**config.mk**
```make
export PLATFORM = sky130hd
export DESIGN_NAME = mem_wb_stage
export DESIGN_NICKNAME = d
export VERILOG_FILES = /design/src/rtl/mem_wb_stage.sv
export SDC_FILE = /design/constraint.sdc
export NUM_CORES = 1
export LEC_CHECK = 0
export CORE_MARGIN = 2
export CORE_UTILIZATION = 42
export DETAILED_ROUTE_END_ITERATION = 6
export HOLD_SLACK_MARGIN = 0.12
export PLACE_DENSITY = 0.91
export SLEW_MARGIN = 20
export SYNTH_ARGS = -nofsm -noshare
export SYNTH_HDL_FRONTEND = slang
export SYNTH_SLANG_ARGS = --single-unit
```
**constraint.sdc**
```tcl
create_clock -name clock -period 2.93 [get_ports clock]
set_clock_uncertainty 0.1 [all_clocks]
set_input_delay 0.586 -clock clock [delete_from_list [all_inputs] [get_ports clock]]
set_output_delay 0.586 -clock clock [all_outputs]
set_load 0.02 [all_outputs]
```
**src/rtl/mem_wb_stage.sv**
```systemverilog
// MEM/WB pipeline register: valid/stall/flush handling plus sub-word load
// extraction for writeback. Optional retire counter under MEM_WB_RETIRE_CNT_EN.
module mem_wb_stage #(
  parameter int DATA_WIDTH       = 32,
  parameter int REG_ADDR_WIDTH   = 4,
  parameter int RETIRE_CNT_WIDTH = 32
) (
  input  logic                        clock,
  input  logic                        reset,
  input  logic                        stall,
  input  logic                        flush,
  input  logic                        valid_in,
  input  logic [DATA_WIDTH-1:0]       DataOutDataMemory_in,
  input  logic [DATA_WIDTH-1:0]       ALUResult_in,
  input  logic                        memToReg_in,
  input  logic [1:0]                  loadSize_in,
  input  logic                        loadSigned_in,
  input  logic [REG_ADDR_WIDTH-1:0]   registerFileWrite_in,
  input  logic                        regWrite_in,
  output logic                        valid,
  output logic [DATA_WIDTH-1:0]       DataOutDataMemory,
  output logic [DATA_WIDTH-1:0]       ALUResult,
  output logic                        memToReg,
  output logic [REG_ADDR_WIDTH-1:0]   registerFileWrite,
  output logic                        regWrite,
  output logic [DATA_WIDTH-1:0]       writeBackData,
  output logic                        regWriteEnable,
  output logic [RETIRE_CNT_WIDTH-1:0] retireCount
);

  localparam logic [1:0] SIZE_BYTE = 2'd0;
  localparam logic [1:0] SIZE_HALF = 2'd1;

  logic                      valid_q,      valid_d;
  logic [DATA_WIDTH-1:0]     mem_data_q,   mem_data_d;
  logic [DATA_WIDTH-1:0]     alu_result_q, alu_result_d;
  logic                      mem_to_reg_q, mem_to_reg_d;
  logic [1:0]                load_size_q,  load_size_d;
  logic                      load_signed_q, load_signed_d;
  logic [REG_ADDR_WIDTH-1:0] rf_write_q,   rf_write_d;
  logic                      reg_write_q,  reg_write_d;
  logic                      load_en;

  // valid marks a real instruction in the stage; stall holds every field,
  // flush replaces the contents with an all-zero bubble and beats stall.
  assign load_en = !flush && !stall;

  always_comb begin
    valid_d       = valid_q;
    mem_data_d    = mem_data_q;
    alu_result_d  = alu_result_q;
    mem_to_reg_d  = mem_to_reg_q;
    load_size_d   = load_size_q;
    load_signed_d = load_signed_q;
    rf_write_d    = rf_write_q;
    reg_write_d   = reg_write_q;
    if (flush) begin
      valid_d       = 1'b0;
      mem_data_d    = '0;
      alu_result_d  = '0;
      mem_to_reg_d  = 1'b0;
      load_size_d   = 2'd0;
      load_signed_d = 1'b0;
      rf_write_d    = '0;
      reg_write_d   = 1'b0;
    end else if (!stall) begin
      valid_d       = valid_in;
      mem_data_d    = DataOutDataMemory_in;
      alu_result_d  = ALUResult_in;
      mem_to_reg_d  = memToReg_in;
      load_size_d   = loadSize_in;
      load_signed_d = loadSigned_in;
      rf_write_d    = registerFileWrite_in;
      reg_write_d   = regWrite_in;
    end
  end

  always_ff @(negedge clock) begin
    if (reset) begin
      valid_q       <= 1'b0;
      mem_data_q    <= '0;
      alu_result_q  <= '0;
      mem_to_reg_q  <= 1'b0;
      load_size_q   <= 2'd0;
      load_signed_q <= 1'b0;
      rf_write_q    <= '0;
      reg_write_q   <= 1'b0;
    end else begin
      valid_q       <= valid_d;
      mem_data_q    <= mem_data_d;
      alu_result_q  <= alu_result_d;
      mem_to_reg_q  <= mem_to_reg_d;
      load_size_q   <= load_size_d;
      load_signed_q <= load_signed_d;
      rf_write_q    <= rf_write_d;
      reg_write_q   <= reg_write_d;
    end
  end

  assign valid             = valid_q;
  assign DataOutDataMemory = mem_data_q;
  assign ALUResult         = alu_result_q;
  assign memToReg          = mem_to_reg_q;
  assign registerFileWrite = rf_write_q;
  assign regWrite          = reg_write_q;
  assign regWriteEnable    = reg_write_q & valid_q;

  // Sub-word lanes always come from the low 32 bits of the memory word.
  logic [31:0] mem_lo32;
  generate
    if (DATA_WIDTH >= 32) begin : g_lo32_wide
      assign mem_lo32 = mem_data_q[31:0];
    end else begin : g_lo32_narrow
      assign mem_lo32 = {{(32-DATA_WIDTH){1'b0}}, mem_data_q};
    end
  endgenerate

  logic [1:0]             byte_off;
  logic [7:0]             byte_lane;
  logic [15:0]            half_lane;
  logic [DATA_WIDTH+7:0]  byte_ext;
  logic [DATA_WIDTH+15:0] half_ext;

  assign byte_off = alu_result_q[1:0];

  always_comb begin
    byte_lane = 8'(mem_lo32 >> {byte_off, 3'b000});
    half_lane = byte_off[1] ? mem_lo32[31:16] : mem_lo32[15:0];
    byte_ext  = {{DATA_WIDTH{load_signed_q & byte_lane[7]}}, byte_lane};
    half_ext  = {{DATA_WIDTH{load_signed_q & half_lane[15]}}, half_lane};
    writeBackData = alu_result_q;
    if (mem_to_reg_q) begin
      case (load_size_q)
        SIZE_BYTE: writeBackData = byte_ext[DATA_WIDTH-1:0];
        SIZE_HALF: writeBackData = half_ext[DATA_WIDTH-1:0];
        default:   writeBackData = mem_data_q;
      endcase
    end
  end

`ifdef MEM_WB_RETIRE_CNT_EN
  logic [RETIRE_CNT_WIDTH-1:0] retire_cnt_q, retire_cnt_d;

  always_comb begin
    retire_cnt_d = retire_cnt_q;
    if (load_en && valid_in) begin
      retire_cnt_d = retire_cnt_q + RETIRE_CNT_WIDTH'(1);
    end
  end

  always_ff @(negedge clock) begin
    if (reset) begin
      retire_cnt_q <= '0;
    end else begin
      retire_cnt_q <= retire_cnt_d;
    end
  end

  assign retireCount = retire_cnt_q;
`else
  assign retireCount = '0;
`endif

endmodule

```
==> results of run 1 <==
## through the flow
stage	cell area, µm²	setup slack, ns	TNS [ns]
after floorplan	4070	-0.784	-22.32
after global placement	6430	-1.16	-81.49
after detailed placement	6430	-1.21	-84.02
after CTS	7490	-1.19	-47.87
after global routing	7640	-1.28	-53.48
final	7640	-1.26	-51.19
## worst max-delay path: stages, from the launching register on
cell and delay (ns):
sky130_fd_sc_hd__dfxtp_4 0.41, sky130_fd_sc_hd__buf_4 0.15, sky130_fd_sc_hd__nand2b_1 0.17, sky130_fd_sc_hd__nand3_2 0.13
sky130_fd_sc_hd__o2111a_2 0.29, sky130_fd_sc_hd__a221o_2 0.35, sky130_fd_sc_hd__buf_6 0.14
## worst max-delay path by stage
| stage | end | slack (ns) |
|---|---|---|
| floorplan | writeBackData[28] | -0.78 |
| global placement | writeBackData[2] | -1.16 |
| detailed placement | writeBackData[24] | -1.21 |
| CTS | writeBackData[26] | -1.19 |
| global route | writeBackData[8] | -1.28 |
| finish | writeBackData[27] | -1.26 |
## routing by layer
layer  vias up  wire length, µm  part of all wire, %
met5         -                0                    0
met3       124             1650                  8.4
met4         0             1260                  6.4
met2       382             9680                   49
met1      2344             7120                   36
li1       2050                -                    -
## logic make-up after synthesis
kind of cell | count (synthesis) | synth area share [%]
simple gates | 123 | 14.9
buf+inv | 66 | 10.8
other cells | 1 | 0.100
mux | 83 | 23.1
compound gates | 48 | 11.5
flops | 74 | 39.7
## power by group through the flow
stage               clock network [W]  logic, W  registers, W
global placement             0.000155  0.000584       0.00109
global route                  0.00150  0.000725       0.00108
CTS                           0.00132  0.000650       0.00108
detailed placement           0.000155  0.000596       0.00109
floorplan                    0.000155  0.000279       0.00112
finish                        0.00141  0.000700       0.00108
## cells in the final DEF (no fill, tap or decap), types with 5 or more instances in the layout
cell and count:
sky130_fd_sc_hd__a221o_1 8, sky130_fd_sc_hd__o221ai_1 7, sky130_fd_sc_hd__buf_12 9, sky130_fd_sc_hd__a221o_2 5
sky130_fd_sc_hd__nor2b_1 5, sky130_fd_sc_hd__dfxtp_2 62, sky130_fd_sc_hd__a211o_1 8, sky130_fd_sc_hd__buf_4 47
sky130_fd_sc_hd__conb_1 32, sky130_fd_sc_hd__dfxtp_4 10, sky130_fd_sc_hd__clkbuf_8 9, sky130_fd_sc_hd__clkdlybuf4s50_1 76
sky130_fd_sc_hd__buf_6 170, sky130_fd_sc_hd__mux2i_1 75, sky130_fd_sc_hd__nor2_1 74, sky130_fd_sc_hd__and3_1 8
sky130_fd_sc_hd__inv_1 76, sky130_fd_sc_hd__mux2_4 7, sky130_fd_sc_hd__nor2_4 8, sky130_fd_sc_hd__nand3b_1 8
## final cells by class
cell class                      count  share of cell area, %
Clock buffer                        9                   1.62
Inverter                            3                  0.180
Sequential cell                    74                   20.9
Tap cell                          108                   1.77
Multi-Input combinational cell    287                   28.5
Clock inverter                     80                   4.78
Timing Repair Buffer              304                   42.3
## flip-flops by register name, summed over array words and instances (netlist names)
register           flops
memToReg               1
ALUResult             32
regWrite               1
DataOutDataMemory     32
load_signed_q          1
valid                  1
load_size_q            2
registerFileWrite      4
## what timing repair did
item | in CTS | in global routing
endpoints found under the hold margin | 0 | 0
pin swaps | 20 | 11
cloned | 1 | 0
buffers inserted | 15 | 33
endpoints found under the setup margin | 130 | 107
gates resized for setup | 776 | 31
==> impl_metrics.tcl, run 1 <==
set metrics [dict create \
    path_clk_slew_ns 0.04 \
    num_antenna_cells 0 \
    synth_top_area_share_pct 39.7 \
    ir_worst_vdd_v 0.000401 \
    fin_cells 865 \
    design.portCount 214 \
    grt.met1_usage_pct 39.7 \
    power.share.combinational_pct 21.9 \
    cts-buffers-inserted 9 \
    die_height_um 98.3 \
    drtPass1Iterations 6 \
    power_per_cell_area_nw_per_um2 418 \
    synth.yosys.warnings 0 \
    worstHoldStart "registerFileWrite[3]" \
    first_pass_grt_wire_length_um 27200 \
    power_leakage_nw 3.86 \
    grt_util_met3_pct 11.1 \
    power.switching_w 0.00117 \
    syn_to_final_growth_pct 105 \
    min_path_type "register to register" \
    post-route-worst-setup-slack_ns -1.26 \
    synth_top_cells_by_count "85 x sky130_fd_sc_hd__nor2_1, 75 x sky130_fd_sc_hd__mux2i_1, 74 x sky130_fd_sc_hd__dfxtp_1" \
    first_global_vias 5185 \
    yosys-top-cells-area "sky130_fd_sc_hd__dfxtp_1 40%, sky130_fd_sc_hd__mux2i_1 20%, sky130_fd_sc_hd__nor2_1 8.5%" \
    finalWirelength_um 19700 \
    timing.critical_path.from_type "register" \
    seq_area_frac_synth_pct 39.7 \
    switching_share_pct 36.5 \
    register_area_um2 1600 \
    setup.worst_path.start "ALUResult[1]" \
    post_synthesis_register_bit_count 74 \
    floorplan.core_area_um2 8680 \
    fill_cells 398 \
    dieArea_um2 9660 \
    violations "negative setup slack" \
    met2_usage_pct 61.4 \
    ant_nets 0 \
    root_buffer "sky130_fd_sc_hd__clkbuf_8" \
    dpl_hpwl_um 10300 \
    slew_viol_final 0 \
    setup.worst_path.class "register to primary output" \
    floorplan.initialDensity_pct 43.0 \
    number_of_enable_flip_flop_cells_after_synthesis 0 \
    cts.htree.levels 3 \
    placementRows 34 \
    syn-instance-count 395 \
    regToRegStartpoint "load_signed_q" \
    via_count 4900 \
    outcome "finished, violations left" \
    clock-sinks 74 \
    post-layout-total-power_w 0.00319 \
    busiest_layer "met2" \
    report.final.hold_viol_count 0 \
    synth_async_sr_flop_share_pct 0 \
    wire_per_inst_um 22.8 \
    placedCellCount 758 \
    postLayoutCoreUtil_pct 88.0 \
    globalRouteTotalUtil_pct 36.2 \
    setup_viol 113 \
    worst-r2r-setup-slack_ns 1.83 \
    yosys_most_used_dff "sky130_fd_sc_hd__dfxtp_1" \
    grt_max_degree 32 \
    rr_worst_depth 3 \
    timing.hold.worst_endpoint "registerFileWrite[3]" \
    largest_fanout_of_any_net_on_the_critical_path 8 \
    critical_path_required_ns 2.24 \
    portBuffers 181 \
    hold-worst-slack_ns 0.420 \
    insertion_delay_ns 0.41 \
    clockBufferDepth 2 \
    cts-hold-fix-buffers 0 \
    critPathArrivalTime_ns 3.51 \
    place_congestion 0.826 \
    synthesis.area_per_instance_um2 9.45 \
    die_w_um 98.3 \
    drive_above_1_share_pct 47.6 \
    worstReg2RegEnd "load_signed_q" \
    max-cap-violations 0 \
    overflow 0 \
    synth_area_um2 3730 \
    drtIter0Drc 401 \
    yosysUniqueCellTypes 40 \
    antenna_violations_before_repair 0 \
    vias_per_cell 5.66 \
    power_frac_seq_pct 34.0 \
    hold_path_depth 2 \
    drt_drc_violations_left 0 \
    internal-power_w 0.00203 \
    final_nets 831 \
    power.share.clock_pct 44.1 \
    grt_setup_unrepaired "yes" \
    cp-end-kind "primary output" \
    tritoncts "done" \
    synth_most_common_cell "sky130_fd_sc_hd__nor2_1" \
    yosys.area.top_type "sky130_fd_sc_hd__dfxtp_1" \
    multi_input_comb_area_um2 2170 \
]
(Power assumes the default switching activity.)
==> run 2: changes to the inputs <==
--- a/config.mk
+++ b/config.mk
@@ -10,6 +10,7 @@
 export DETAILED_ROUTE_END_ITERATION = 6
 export HOLD_SLACK_MARGIN = 0.12
 export PLACE_DENSITY = 0.91
+export SETUP_SLACK_MARGIN = 0.4
 export SLEW_MARGIN = 20
 export SYNTH_ARGS = -nofsm -noshare
 export SYNTH_HDL_FRONTEND = slang
==> impl_metrics.tcl, run 2 <==
set metrics [dict create \
    seq_area_frac_synth_pct 39.7 \
    yosysUniqueCellTypes 40 \
    place_congestion 0.899 \
    die_w_um 98.3 \
    root_buffer "sky130_fd_sc_hd__clkbuf_8" \
    cts-buffers-inserted 9 \
    design.portCount 214 \
    yosys.area.top_type "sky130_fd_sc_hd__dfxtp_1" \
    clockBufferDepth 2 \
    repair-timing-grt-worst-ep "writeBackData[8]" \
    synthesis.area_per_instance_um2 9.45 \
    clock-sinks 74 \
    portBuffers 181 \
    syn-instance-count 395 \
    synth_area_um2 3730 \
    grt_max_degree 21 \
    cts.htree.levels 3 \
    number_of_enable_flip_flop_cells_after_synthesis 0 \
    error "[ERROR DPL-0038] Utilization greater than 100%, impossible to legalize" \
    dpl_hpwl_um 10700 \
    yosys_most_used_dff "sky130_fd_sc_hd__dfxtp_1" \
    worst-ep-kind "top-level output" \
    post_synthesis_register_bit_count 74 \
    synth_most_common_cell "sky130_fd_sc_hd__nor2_1" \
    flow.stopped_at "global routing" \
    synth.yosys.warnings 0 \
    synth_top_area_share_pct 39.7 \
    synth_top_cells_by_count "85 x sky130_fd_sc_hd__nor2_1, 75 x sky130_fd_sc_hd__mux2i_1, 74 x sky130_fd_sc_hd__dfxtp_1" \
    outcome "aborted with a tool error" \
    floorplan.initialDensity_pct 43.0 \
    die_height_um 98.3 \
    placementRows 34 \
    synth_async_sr_flop_share_pct 0 \
    cts-hold-fix-buffers 0 \
    yosys-top-cells-area "sky130_fd_sc_hd__dfxtp_1 40%, sky130_fd_sc_hd__mux2i_1 20%, sky130_fd_sc_hd__nor2_1 8.5%" \
]
run 2: cell counts after synthesis:
No cell type changed its count.
run 2: what timing repair did:
| item | CTS |
|---|---|
| pin swaps | 33 |
| setup endpoints to repair | 178 |
| gates resized for setup | 799 |
| hold endpoints to repair | 0 |
| setup buffers | 27 |
| cloned | 16 |
run 2: per-stage QoR:
stage	cell area [µm²]	instances	TNS [ns]	setup slack [ns]	hold WS (ns)
2_1_floorplan	4280	426	-22.31	-0.784	0.448
4_1_cts	8370	886	-48.81	-1.20	0.432
3_3_place_gp	6510	756	-68.58	-1.12	0.383
3_5_place_dp	6510	756	-72.24	-1.22	0.411
run 2: logic make-up after synthesis:
family	after synthesis	synth area share (%)
and+or+nand+nor	123	14.9
muxes	83	23.1
DFF	74	39.7
buffers and inverters	66	10.8
AOI/OAI and AO/OA	48	11.5
other	1	0.100
==> run 3: changes to the inputs <==
--- a/config.mk
+++ b/config.mk
@@ -6,11 +6,9 @@
 export NUM_CORES = 1
 export LEC_CHECK = 0
 export CORE_MARGIN = 2
-export CORE_UTILIZATION = 42
+export CORE_UTILIZATION = 35
 export DETAILED_ROUTE_END_ITERATION = 6
-export HOLD_SLACK_MARGIN = 0.12
-export PLACE_DENSITY = 0.91
-export SETUP_SLACK_MARGIN = 0.4
+export PLACE_DENSITY_LB_ADDON = 0.15
 export SLEW_MARGIN = 20
 export SYNTH_ARGS = -nofsm -noshare
 export SYNTH_HDL_FRONTEND = slang
==> impl_metrics.tcl, run 3 (synthesis results as in run 1) <==
set metrics [dict create \
    root_buffer "sky130_fd_sc_hd__clkbuf_8" \
    place_congestion 0.885 \
    antenna_violations_before_repair 0 \
    max-cap-violations 0 \
    timing.critical_path.from_type "register" \
    dpl_hpwl_um 9960 \
    wire_per_inst_um 17.0 \
    die_height_um 107 \
    die_w_um 107 \
    syn_to_final_growth_pct 102 \
    vias_per_cell 4.86 \
    cts.htree.levels 3 \
    ant_nets 0 \
    overflow 0 \
    final_nets 823 \
    cp-end-kind "primary output" \
    post_route_cell_area_um2 7560 \
    first_global_vias 4357 \
    floorplan.core_area_um2 10300 \
    critical_path_required_ns 2.24 \
    portBuffers 181 \
    fin_cells 886 \
    outcome "finished, violations left" \
    finalWirelength_um 15100 \
    path_clk_slew_ns 0.04 \
    globalRouteTotalUtil_pct 24.8 \
    drtPass1Iterations 5 \
    rr_worst_depth 5 \
    slew_viol_final 0 \
    setup_viol 104 \
    grt_max_degree 55 \
    top_library_cells_by_usage_in_the_layout_fill_and_taps_aside "172 x sky130_fd_sc_hd__buf_6, 76 x sky130_fd_sc_hd__clkdlybuf4s50_1, 75 x sky130_fd_sc_hd__mux2i_1, 75 x sky130_fd_sc_hd__nor2_1, 75 x sky130_fd_sc_hd__inv_1" \
    hold_path_depth 2 \
    min_path_type "register to register" \
    cts-hold-fix-buffers 0 \
    grt_setup_unrepaired "yes" \
    fin_tns_setup_ns -48.05 \
    dpl_cell_area_um2 6370 \
    insertion_delay_ns 0.39 \
    clock-sinks 74 \
    placedCellCount 778 \
    postLayoutCoreUtil_pct 73.2 \
    post-route-worst-setup-slack_ns -1.20 \
    floorplan.initialDensity_pct 36.2 \
    largest_fanout_of_any_net_on_the_critical_path 8 \
    dieArea_um2 11500 \
    critPathArrivalTime_ns 3.44 \
    cts-buffers-inserted 9 \
    placementRows 37 \
    dp_worst_setup_slack_ns -1.22 \
    design.portCount 214 \
    clockBufferDepth 2 \
    tritoncts "done" \
    report.final.hold_viol_count 0 \
    drive_above_1_share_pct 46.9 \
    num_antenna_cells 0 \
    violations "negative setup slack" \
    power_leakage_nw 3.80 \
    final_common_cell "sky130_fd_sc_hd__buf_6" \
    setup.worst_path.class "register to primary output" \
    ir_worst_vdd_v 0.000224 \
    power_per_cell_area_nw_per_um2 396 \
    drt_drc_violations_left 0 \
    via_count 4309 \
    drtIter0Drc 200 \
    first_pass_grt_wire_length_um 22100 \
]
run 3: routing by layer:
metal | wire [µm] | share of wire, % | global-route usage [%]
met5 | 0 | 0 | 0
met4 | 313 | 2.1 | 11.5
met3 | 1130 | 7.5 | 8.29
met2 | 7280 | 48 | 38.8
met1 | 6330 | 42 | 30.6
run 3: path summary, 6_finish.rpt:
check | start | end | slack (ns)
hold / removal | registerFileWrite[3] | registerFileWrite[3] | 0.40
hold reg to reg | registerFileWrite[3] | registerFileWrite[3] | 0.40
setup / recovery | ALUResult[1] | writeBackData[27] | -1.20
setup reg to reg | ALUResult[20] | ALUResult[20] | 1.86
run 3: area by class of cell:
class	instances	area, µm²
clock buffers	9	124
clock inverters	81	352
fillers	756	2760
inverters	3	13.8
multi-input cells	287	2160
flip-flops and latches	74	1580
well taps	136	170
repair buffers	296	3160
run 3: power by group:
group          internal [W]  switching (W)
combinational      0.000357       0.000297
clock              0.000534       0.000724
sequential          0.00105      0.0000329
total               0.00194        0.00105
run 3: repair_timing:
action                                  4_1_cts  5_1_grt
gates resized for setup                     775       26
endpoints found under the setup margin      104      123
cloned                                        1        1
pin swaps                                    18        8
setup buffers                                 9       28
run 3: critical path: stages, from the launching register on:
cell	delay, ns
sky130_fd_sc_hd__dfxtp_4	0.40
sky130_fd_sc_hd__mux2_4	0.34
sky130_fd_sc_hd__o2111a_2	0.36
sky130_fd_sc_hd__a221o_2	0.34
sky130_fd_sc_hd__buf_6	0.13
run 3: metrics by stage:
step                      power [W]  hold slack [ns]
after detailed placement    0.00182            0.398
after floorplan             0.00156            0.439
after global placement      0.00182            0.382
final                       0.00300            0.398
after CTS                   0.00300            0.405
after global routing        0.00317            0.430
==> run 4: changes to the inputs <==
--- a/config.mk
+++ b/config.mk
@@ -5,11 +5,9 @@
 export SDC_FILE = /design/constraint.sdc
 export NUM_CORES = 1
 export LEC_CHECK = 0
-export CORE_MARGIN = 2
 export CORE_UTILIZATION = 35
 export DETAILED_ROUTE_END_ITERATION = 6
 export PLACE_DENSITY_LB_ADDON = 0.15
-export SLEW_MARGIN = 20
 export SYNTH_ARGS = -nofsm -noshare
 export SYNTH_HDL_FRONTEND = slang
 export SYNTH_SLANG_ARGS = --single-unit
==> impl_metrics.tcl, run 4 (synthesis results as in run 1) <==
set metrics [dict create \
    outcome "finished, violations left" \
    violations "negative setup slack" \
    power.share.combinational_pct 21.7 \
    drt_drc_violations_left 0 \
    min_path_type "register to register" \
    setup.worst_path.start "ALUResult[1]" \
    timing.critical_path.cells "mux2_4, o2111a_2, a221o_2, buf_6" \
    portBuffers 181 \
    worstHoldStart "registerFileWrite[1]" \
    clockBufferDepth 2 \
    ant_nets 0 \
    critPathSlowestCell "sky130_fd_sc_hd__dfxtp_4" \
    top_library_cells_by_usage_in_the_layout_fill_and_taps_aside "176 x sky130_fd_sc_hd__buf_6, 76 x sky130_fd_sc_hd__clkdlybuf4s50_1, 75 x sky130_fd_sc_hd__mux2i_1, 75 x sky130_fd_sc_hd__inv_1, 74 x sky130_fd_sc_hd__nor2_1" \
    power_per_cell_area_nw_per_um2 400 \
    num_antenna_cells 0 \
    power.switching_w 0.00103 \
    setup.worst_path.class "register to primary output" \
    tritoncts "done" \
    dpl_hpwl_um 9940 \
    slew_viol_final 0 \
    placementRows 37 \
    insertion_delay_ns 0.39 \
    post-route-worst-setup-slack_ns -1.18 \
    power.share.clock_pct 42.8 \
    drive_above_1_share_pct 47.6 \
    largest_fanout_of_any_net_on_the_critical_path 8 \
    floorplan.initialDensity_pct 36.2 \
    drtPass1Iterations 5 \
    cts.htree.levels 3 \
    fin_cells 884 \
    postLayoutCoreUtil_pct 74.0 \
    cp-end-kind "primary output" \
    drtIter0Drc 206 \
    finalWirelength_um 15000 \
    regToRegStartpoint "memToReg" \
    switching_share_pct 33.7 \
    final_nets 822 \
    grt_max_degree 45 \
    die_w_um 105 \
    placedCellCount 780 \
    dieArea_um2 11100 \
    timing.critical_path.from_type "register" \
    syn_to_final_growth_pct 105 \
    die_height_um 105 \
    overflow 0 \
    design.portCount 214 \
    power_frac_seq_pct 35.5 \
    antenna_violations_before_repair 0 \
    dp_worst_setup_slack_ns -1.22 \
    vias_per_cell 4.90 \
    power_leakage_nw 3.83 \
    setup_viol 104 \
    dpl_cell_area_um2 6410 \
    globalRouteTotalUtil_pct 26.3 \
    critical_path_required_ns 2.24 \
    wire_per_inst_um 17.0 \
    path_clk_slew_ns 0.03 \
    internal-power_w 0.00203 \
    critPathArrivalTime_ns 3.43 \
    fin_tns_setup_ns -48.12 \
    crit_path_max_incr_delay_ns 0.41 \
    max-cap-violations 0 \
    post_route_cell_area_um2 7640 \
    via_count 4332 \
    final_common_cell "sky130_fd_sc_hd__buf_6" \
    ir_worst_vdd_v 0.000305 \
    root_buffer "sky130_fd_sc_hd__clkbuf_8" \
    first_pass_grt_wire_length_um 22600 \
    floorplan.core_area_um2 10300 \
    first_global_vias 4528 \
    grt_setup_unrepaired "yes" \
    clock-sinks 74 \
    report.final.hold_viol_count 0 \
    cts-buffers-inserted 9 \
    place_congestion 0.828 \
]
## run 4: cell types whose count changed in the layout (fill, tap and decap cells not counted), moves of 2 or more
cell                       change
sky130_fd_sc_hd__buf_4         -7
sky130_fd_sc_hd__o221ai_2      +2
sky130_fd_sc_hd__buf_6         +4
sky130_fd_sc_hd__inv_6         -2
sky130_fd_sc_hd__dfxtp_4       +2
sky130_fd_sc_hd__o221ai_1      -2
## run 4: power groups by stage
stage               registers [W]  logic (W)  clock network (W)
floorplan                 0.00112   0.000279           0.000155
detailed placement        0.00109   0.000590           0.000155
finish                    0.00108   0.000664            0.00131
global placement          0.00108   0.000582           0.000155
global route              0.00108   0.000697            0.00145
CTS                       0.00108   0.000645            0.00133
## run 4: path summary, 6_finish.rpt
path / endpoint / cells past startpoint / slack (ns)
setup reg to reg: memToReg / 4 / 1.78
hold / removal: registerFileWrite[1] / 2 / 0.39
setup / recovery: writeBackData[26] / 4 / -1.18
hold reg to reg: registerFileWrite[1] / 2 / 0.39
## run 4: critical path: cells and delay by family (launching register included)
kind | cells | cell delay (ns)
buffers and inverters | 1 | 0.14
AOI/OAI and AO/OA | 2 | 0.67
muxes | 1 | 0.35
DFF | 1 | 0.41
## run 4: metrics by stage
stage	hold WS [ns]	power, W
3_5_place_dp	0.391	0.00183
3_3_place_gp	0.382	0.00182
2_1_floorplan	0.439	0.00156
6_report	0.394	0.00305
4_1_cts	0.400	0.00306
5_1_grt	0.424	0.00323
## run 4: routing by layer
metal  vias to the layer above  routed length, µm  part of all wire (%)  global-route usage, %
met4                         0                341                   2.3                   13.2
met3                        31                923                   6.2                   7.73
met2                       180               7440                    50                   44.2
met1                      2089               6290                    42                   30.4
met5                         -                  0                     0                      0
li1                       2032                  -                     -                      -
## run 4: what timing repair did
item,4_1_cts,5_1_grt
pin swaps,19,12
setup endpoints to repair,104,109
gates cloned,2,1
buffers inserted,7,29
hold buffers,0,0
gates resized for setup,779,37
## run 4: area by class of cell
cell class                 count  area, µm²
tap                          136        170
clock inverter                80        363
clock buffer                   9        124
sequential                    74       1590
fill                         737       2680
multi-input combinational    287       2180
inverter                       3       11.3
timing repair buffer         295       3200
